===== src/rtl/raizing_snd_pkg.sv =====
`default_nettype none
// +----------------------------------------------------------------------+
// | Module   : raizing_snd_pkg                                           |
// | Purpose  : Shared types and helpers for the Raizing sound ROM path.  |
// | Revision : 1.0  initial release                                      |
// +----------------------------------------------------------------------+
package raizing_snd_pkg;

  // Router access phases: decode, stale-OK guard, wait for OK, result pulse.
  typedef enum logic [1:0] {
    IDLE  = 2'd0,
    GUARD = 2'd1,
    WAIT  = 2'd2,
    DONE  = 2'd3
  } state_t;

  // Bits needed to hold values 0..value-1; never less than one bit.
  function automatic int clog2(input int value);
    int r;
    r = 0;
    for (int i = 0; i < 31; i++) begin
      if ((1 << i) < value) r = i + 1;
    end
    return (r < 1) ? 1 : r;
  endfunction

endpackage
`default_nettype wire


===== src/rtl/raizing_pcm_bank_router.sv =====
`default_nettype none
// +----------------------------------------------------------------------+
// | Module   : raizing_pcm_bank_router                                   |
// | Purpose  : Routes PCM byte fetches to NBANK SDRAM ROM slots with     |
// |            out-of-range fill, stale-OK guard, timeout and a          |
// |            one-entry repeat-address cache.                           |
// | Revision : 1.0  initial release                                      |
// +----------------------------------------------------------------------+
module raizing_pcm_bank_router
  import raizing_snd_pkg::*;
#(
  parameter int NBANK    = 3,
  parameter int BSEL_W   = 2,
  parameter int BANK_AW  = 22,
  parameter int DW       = 8,
  parameter int OOR_DATA = 0,
  parameter int TIMEOUT  = 255
) (
  input  logic                     CLK,
  input  logic                     RESET,
  input  logic                     RD,
  input  logic [BSEL_W+BANK_AW-1:0] ADDR,
  output logic [DW-1:0]            DOUT,
  output logic                     VALID,
  output logic                     BUSY,
  output logic                     TIMEOUT_ERR,
  output logic [NBANK-1:0]         BANK_CS,
  output logic [NBANK*BANK_AW-1:0] BANK_ADDR,
  input  logic [NBANK*DW-1:0]      BANK_DOUT,
  input  logic [NBANK-1:0]         BANK_OK
);

  localparam int              c_aw       = BSEL_W + BANK_AW;
  localparam int              c_cnt_w    = clog2(TIMEOUT + 1);
  localparam logic [DW-1:0]   c_oor_data = DW'(OOR_DATA);
  localparam logic            c_to_en    = (TIMEOUT != 0);
  // Terminal count; irrelevant (and masked by c_to_en) when TIMEOUT is 0.
  localparam logic [c_cnt_w-1:0] c_cnt_last = c_cnt_w'(TIMEOUT - 1);
  localparam logic [BSEL_W:0] c_nbank    = (BSEL_W + 1)'(NBANK);

  state_t                          r_state;
  state_t                          w_state_nxt;

  logic [BSEL_W-1:0]               w_bank;
  logic [BANK_AW-1:0]              w_local;
  logic                            w_oor;
  logic                            w_hit;
  logic                            w_ok;
  logic                            w_term;
  logic [DW-1:0]                   w_bank_data;

  logic [BSEL_W-1:0]               r_bank;
  logic [c_aw-1:0]                 r_addr;
  logic [c_aw-1:0]                 r_cache_addr;
  logic [DW-1:0]                   r_cache_data;
  logic                            r_cache_valid;
  logic [DW-1:0]                   r_dout;
  logic                            r_err;
  logic [NBANK-1:0]                r_cs;
  logic [NBANK-1:0][BANK_AW-1:0]   r_bank_addr;
  logic [c_cnt_w-1:0]              r_cnt;

  // Address decode of the live request; only consulted in IDLE.
  assign w_bank  = ADDR[c_aw-1:BANK_AW];
  assign w_local = ADDR[BANK_AW-1:0];
  assign w_oor   = ({1'b0, w_bank} >= c_nbank);
  assign w_hit   = r_cache_valid && (ADDR == r_cache_addr);
  assign w_term  = c_to_en && (r_cnt == c_cnt_last);

  // Select OK and data of the bank latched for the access in flight.
  always_comb begin
    w_ok        = 1'b0;
    w_bank_data = '0;
    for (int i = 0; i < NBANK; i++) begin
      if (r_bank == BSEL_W'(i)) begin
        w_ok        = BANK_OK[i];
        w_bank_data = BANK_DOUT[i*DW +: DW];
      end
    end
  end

  // Access phase register.
  always_ff @(posedge CLK or posedge RESET) begin
    if (RESET) r_state <= IDLE;
    else       r_state <= w_state_nxt;
  end

  // Next phase; OK takes priority over the timeout terminal count.
  always_comb begin
    w_state_nxt = r_state;
    case (r_state)
      IDLE:    if (RD) w_state_nxt = (w_hit || w_oor) ? DONE : GUARD;
      GUARD:   w_state_nxt = WAIT;
      WAIT:    if (w_ok || w_term) w_state_nxt = DONE;
      DONE:    w_state_nxt = IDLE;
      default: w_state_nxt = IDLE;
    endcase
  end

  // Datapath: request latch, chip selects, held bank addresses, result, cache.
  always_ff @(posedge CLK or posedge RESET) begin
    if (RESET) begin
      r_bank        <= '0;
      r_addr        <= '0;
      r_cache_addr  <= '0;
      r_cache_data  <= '0;
      r_cache_valid <= 1'b0;
      r_dout        <= '0;
      r_err         <= 1'b0;
      r_cs          <= '0;
      r_bank_addr   <= '0;
      r_cnt         <= '0;
    end else begin
      case (r_state)
        IDLE: begin
          if (RD) begin
            r_addr <= ADDR;
            r_bank <= w_bank;
            if (w_hit) begin
              r_dout <= r_cache_data;
            end else if (w_oor) begin
              r_dout <= c_oor_data;
            end else begin
              for (int i = 0; i < NBANK; i++) begin
                if (w_bank == BSEL_W'(i)) begin
                  r_cs[i]        <= 1'b1;
                  r_bank_addr[i] <= w_local;
                end
              end
            end
          end
        end
        // OK is deliberately not looked at here: it may still belong to the
        // previous address the bank was serving.
        GUARD: r_cnt <= '0;
        WAIT: begin
          if (w_ok) begin
            r_dout        <= w_bank_data;
            r_cache_addr  <= r_addr;
            r_cache_data  <= w_bank_data;
            r_cache_valid <= 1'b1;
            r_cs          <= '0;
          end else if (w_term) begin
            r_dout <= c_oor_data;
            r_err  <= 1'b1;
            r_cs   <= '0;
          end else if (c_to_en) begin
            r_cnt <= r_cnt + 1'b1;
          end
        end
        default: ;
      endcase
    end
  end

  assign DOUT        = r_dout;
  assign VALID       = (r_state == DONE);
  assign BUSY        = (r_state != IDLE);
  assign TIMEOUT_ERR = r_err;
  assign BANK_CS     = r_cs;
  assign BANK_ADDR   = r_bank_addr;

endmodule
`default_nettype wire


===== config.mk =====
export PLATFORM = sky130hd
export DESIGN_NAME = raizing_pcm_bank_router
export DESIGN_NICKNAME = d
export VERILOG_FILES = /design/src/rtl/raizing_snd_pkg.sv /design/src/rtl/raizing_pcm_bank_router.sv
export SDC_FILE = /design/constraint.sdc
export NUM_CORES = 1
export LEC_CHECK = 0
export ABC_AREA = 1
export BUFFER_PORTS_ARGS = -buffer_cell sky130_fd_sc_hd__buf_2
export CAP_MARGIN = 25
export CELL_PAD_IN_SITES_DETAIL_PLACEMENT = 1
export CELL_PAD_IN_SITES_GLOBAL_PLACEMENT = 1
export CORE_MARGIN = 2
export CORE_UTILIZATION = 30
export CTS_BUF_LIST = sky130_fd_sc_hd__clkbuf_4
export CTS_CLUSTER_DIAMETER = 50
export CTS_CLUSTER_SIZE = 12
export DETAILED_ROUTE_END_ITERATION = 10
export PLACE_DENSITY = 0.68
export SYNTH_ARGS = -nofsm -noshare
export SYNTH_HDL_FRONTEND = slang
export SYNTH_SLANG_ARGS = --single-unit

===== constraint.sdc =====
create_clock -name CLK -period 6.2 [get_ports CLK]
set_input_delay 0.31 -clock CLK [delete_from_list [all_inputs] [get_ports CLK]]
set_output_delay 0.31 -clock CLK [all_outputs]
set_load 0.01 [all_outputs]

### Word level (Yosys, flattened, before mapping)

Index checks and enable logic that the tools add are counted.

| word-level totals | value |
|---|---|
| register bits after elaboration | 147 |
| logic and storage cells | 89 |
| input port bits | 54 |

| operators by class | value |
|---|---|
| magnitude comparators | 1 |
| add/subtract/negate cells | 1 |
| eq/ne operators | 20 |
| reduce and logical (&&, ||, !) cells | 21 |
| mux-type cells | 28 |
| bitwise gates (word level) | 3 |

Operator list:

| operator | number |
|---|---|
| $mux 8 | 10 |
| $pmux 8 s2 | 2 |
| $eq 24x24->1 | 1 |
| $ne 2x2->1 const B | 9 |
| $reduce_and 6->1 | 3 |
| $mux 3 | 5 |
| $reduce_and 5->1 | 3 |
| $add 8x1->8 const B | 1 |
| $eq 2x2->1 const B | 4 |
| $eq 8x8->1 const B | 1 |
| $pmux 2 s4 | 1 |
| $eq 2x1->1 const B | 3 |
| $logic_not 2->1 | 3 |
| $mux 1 | 6 |
| $mux 2 | 3 |
| $ne 3x3->1 const B | 2 |
| $pmux 3 s2 | 1 |
| $reduce_and 2->1 | 3 |
| $reduce_and 3->1 | 2 |
| $reduce_bool 2->1 | 3 |
| $reduce_and 4->1 | 1 |
| $not 1->1 | 3 |
| $ge 2x2->1 const B | 1 |
| $logic_or 1x1->1 | 2 |
| $logic_and 1x1->1 | 1 |

### Longest topological paths before layout

| depth | value |
|---|---|
| depth after elaboration | 7 |
| gate-level depth with buffers | 13 |
| depth with buffers taken out | 12 |

### Worst setup path after synthesis

Ideal clock, no wire load.

| path | value |
|---|---|
| path kind | reg-to-reg |
| from | register r_state[0] |
| to | register r_cs[1], in the netlist BANK_CS[1] |
| path slack | 4.491 ns |
| period minus slack after synthesis | 1.709 ns |
| data required time | 6.134 ns |
| setup time | 0.066 ns |
| stages on the path, launching flop included | 9 |
| arrival | 1.644 ns |
| path through | dfrtp_1 inv_1 ha_1 clkbuf_1 nor2_1 nor2_8 buf_6 nand4_1 nand2_1 |

| on the way | value |
|---|---|
| word-level cells in the longest chain between the ends | 3 |
| elaborated cells on any way between the ends | 10 |
| those cells by class | eq/ne: 6; mux: 1; reduce/logical: 3 |

Ends and longest elaborated chain:

| element | line | source |
|---|---|---|
| from (decl) | raizing_pcm_bank_router.sv:41 | `state_t r_state;` |
| from (signal assigned) | raizing_pcm_bank_router.sv:85 | `else r_state <= w_state_nxt;` |
| $eq 2x2->1 / $logic_not 2->1 (equally long branches) | raizing_pcm_bank_router.sv:114 | `case (r_state)` |
| $ne 3x3->1 (no line) (tied with other cells) | n/a |  |
| $reduce_and 6->1 (no line) | n/a |  |
| to (signal assigned) | raizing_pcm_bank_router.sv:110 | `r_cs <= '0;` |
| to (signal, indexed assignment) | raizing_pcm_bank_router.sv:126 | `r_cs[i] <= 1'b1;` |
| to (signal assigned) | raizing_pcm_bank_router.sv:142 | `r_cs <= '0;` |
| to (decl) | raizing_pcm_bank_router.sv:59 | `logic [NBANK-1:0] r_cs;` |

Parallel ways exist; a longest one is shown, timed or not.
A chain may end at the register's enable or synchronous reset.

### Worst setup path in the final report

| path | value |
|---|---|
| from | register r_state[0] |
| to | register r_dout[1], in the netlist DOUT[1] |

| on the way | value |
|---|---|
| word-level cells in the longest chain between the ends | 3 |
| elaborated cells on any way between the ends | 8 |
| those cells by class | eq/ne: 4; mux: 1; reduce/logical: 3 |

Ends and longest elaborated chain:

| element | line | source |
|---|---|---|
| $eq 2x2->1 / $logic_not 2->1 (equally long branches) | raizing_pcm_bank_router.sv:114 |  |
| $ne 3x3->1 (no line) (tied with other cells) | n/a |  |
| $reduce_and 4->1 (no line) | n/a |  |
| to (signal assigned) | raizing_pcm_bank_router.sv:120 | `r_dout <= r_cache_data;` |
| to (signal assigned) | raizing_pcm_bank_router.sv:122 | `r_dout <= c_oor_data;` |
| to (signal assigned) | raizing_pcm_bank_router.sv:138 | `r_dout <= w_bank_data;` |
| to (decl) | raizing_pcm_bank_router.sv:57 | `logic [DW-1:0] r_dout;` |

Parallel ways exist; a longest one is shown, timed or not.

==> results.ini <==
[outcome]
outcome = completed

[yosys]
syn-num-nets = 852
yosysMostFrequentCell = nand2_1
synth-edff-count = 0
avgSynthCellArea_um2 = 8.36
syn-instance-count = 792
yosysWarnings = 0
synth_commonest_cells = nand2_1 (296), dfrtp_1 (145), inv_1 (74), o21ai_0 (74), o21ai_1 (51)
synth.top_cells.by_area = dfrtp_1 (55%), nand2_1 (17%), o21ai_0 (5.6%)
synth_seq_cells = 145
yosysTopAreaCell = dfrtp_1
synth_flop_cell = dfrtp_1
yosysTopAreaCellShare_pct = 54.8
ys_async_sr_fraction_pct = 100
syn_area_um2 = 6620
yosysSeqAreaShare_pct = 54.8
synth_cell_type_count = 32

[cells_and_area]
nFillCells = 2714
synthToLayoutAreaGrowth_pct = 17.2
drive_above_1_share_pct = 20.4
final_core_util_pct = 35.7
nets = 981

[sta]
rsz0062_at_grt = no
fin_setup_tns_ns = 0
setup_violations = 0
fin_crit_ns = 2.47
setup_slack_ns = 3.73
maxSlewViolCount = 0
clock_skew_ns = 0.0278
finalCritPeriodShare_pct = 39.9
final_hold_viol_count = 0
worst_slew_pin_slew_ns = 0.943
maxSlewHeadroom_pct = 37.0
max_clock_freq_mhz = 404

[power_and_ir_drop]
p_leak_uw = 0.00417
p_comb_share_pct = 39.9
p_seq_share_pct = 43.5
p_per_area_nw_per_um2 = 470
clkPwrFrac_pct = 16.6
internal-power_uw = 2100
finalPower_uw = 3650
sw_frac_of_total_pct = 42.3
ir_worst_vdd_mv = 0.111
p_sw_uw = 1550

[place]
place_hpwl_mm = 13.1
gp_congestion = 0.780
portBuffers = 133
pre_cts_slack_ns = 3.70

[clock_network]
clockBufferDepth = 2
cts_buffers = 17
cts_num_sinks = 145
cts_tree = yes
clock_latency_ns = 0.57
cts_root_buf = clkbuf_4
cts.clk_slew.worst_paths_ns = 0.15
post_cts_buffers = 0
cts_htree_levels = 4

[job]
cap_violations = 0

[die]
fp.dieW_um = 153
start_util_pct = 30.4
die_h_um = 153
core_area_um2 = 21800
die_area_um2 = 23300
io_pins = 134
rows = 54

[critical_path]
worstPathRequired_ns = 6.71
cp_data_arrival_time_ns = 2.99
critPathLaunchType = flip-flop
endpoint_kind = flip-flop
critPathKind = reg2reg
cp_max_fo = 56
r2r_slack_ns = 3.73

[drt]
routedWlPerCell_um = 14.9
vias = 5500
drt_first_pass_iters = 4
drtIter0Drc = 217
drt_wl_total_mm = 18.1
ant_nets = 0
remaining_drc_errors = 0
via_per_inst = 4.52

[grt]
grt.total_usage_pct = 16.4
grt_pass1_wl_mm = 30.6
antenna_found_initial = 2
first_global_vias = 5889
grt_overflow = 0
grt_start_max_net_pins = 79

[hold_path]
hold_path_class = in2reg

## power by group through the flow
stage	Sequential (uW)	Clock, uW	Combinational (uW)
after CTS	1590	629	1500
after global placement	1600	0	1440
after floorplan	1690	0	873
after detailed placement	1610	0	1490
final	1590	606	1460
after global routing	1650	666	1690
## cell type report
| class | count | area (um^2) | share of cell area (%) |
|---|---|---|---|
| flip-flops and latches | 145 | 3630 | 46.8 |
| multi-input cells | 542 | 2500 | 32.3 |
| repair buffers | 136 | 691 | 8.90 |
| well taps | 280 | 350 | 4.51 |
| inverters | 79 | 302 | 3.89 |
| clock inverters | 15 | 150 | 1.93 |
| clock buffers | 17 | 128 | 1.64 |
| diodes | 3 | 7.51 | 0.0967 |
## metal layers
metal | GRT usage (%) | up-vias | share of wire [%]
met5 | 0 | - | 0
met4 | 5.34 | 0 | 2.0
met3 | 3.41 | 25 | 3.7
met2 | 27.3 | 104 | 47
met1 | 21.3 | 2615 | 47
li1 | - | 2756 | -
## logic make-up after synthesis
family / synth area share (%)
AOI/OAI and AO/OA: 10.3
buffers and inverters: 7.40
DFF: 54.8
xor gates and xnor gates: 0.926
adders and majority gates: 1.13
muxes: 0.170
and+or+nand+nor: 25.3
## state kept, by name, summed over array words and instances, names as in the netlist
name           count
r_cache_addr      24
BANK_CS            3
r_cnt              8
r_cache_data       8
BANK_ADDR         66
r_state            2
DOUT               8
r_cache_valid      1
TIMEOUT_ERR        1
r_addr            22
r_bank             2
## cells in the final DEF, fill, tap and decap left out, types with 5 or more instances in the layout
cell      count
nor2_1       40
nand3_1      33
o21ai_0      74
dfrtp_1     145
nand4_1       5
nand2_1     296
inv_2         5
inv_1        73
buf_2       133
ha_1          6
clkbuf_4     17
inv_6         5
o21ai_1      51
## critical path, cell delays in order, from the launching register on
cell	delay, ns
dfrtp_1	0.44
inv_1	0.10
ha_1	0.54
nand2_4	0.17
inv_2	0.72
nand2_1	0.17
nand2_1	0.12
nand3_1	0.07
nand2_1	0.09
## worst paths after layout
| path | endpoint | from | cells after the start |
|---|---|---|---|
| max in group asynchronous | r_addr[20] | RESET | 4 |
| worst max register to register | DOUT[1] | r_state[0] | 8 |
| worst min-delay path | BANK_ADDR[54] | ADDR[10] | 3 |
| worst min register to register | r_cache_addr[6] | r_addr[6] | 2 |
| worst max-delay path | DOUT[1] | r_state[0] | 8 |
| min in group asynchronous | BANK_ADDR[53] | RESET | 3 |
## per-stage QoR
| stage | hold WS (ns) | area, um^2 | cells |
|---|---|---|---|
| 6_report | 0.0431 | 7760 | 1217 |
| 5_1_grt | 0.0253 | 7760 | 1215 |
| 4_1_cts | 0.00129 | 7750 | 1214 |
| 3_5_place_dp | 0.459 | 7470 | 1181 |
| 3_3_place_gp | 0.451 | 7470 | 1181 |
| 2_1_floorplan | 0.433 | 6620 | 792 |
## timing repair
| item | in CTS | in global routing |
|---|---|---|
| gates resized for setup | 0 | 0 |
| hold buffers | 1 | 0 |
| hold endpoints to repair | 77 | 0 |
(Power assumes the default switching activity.)
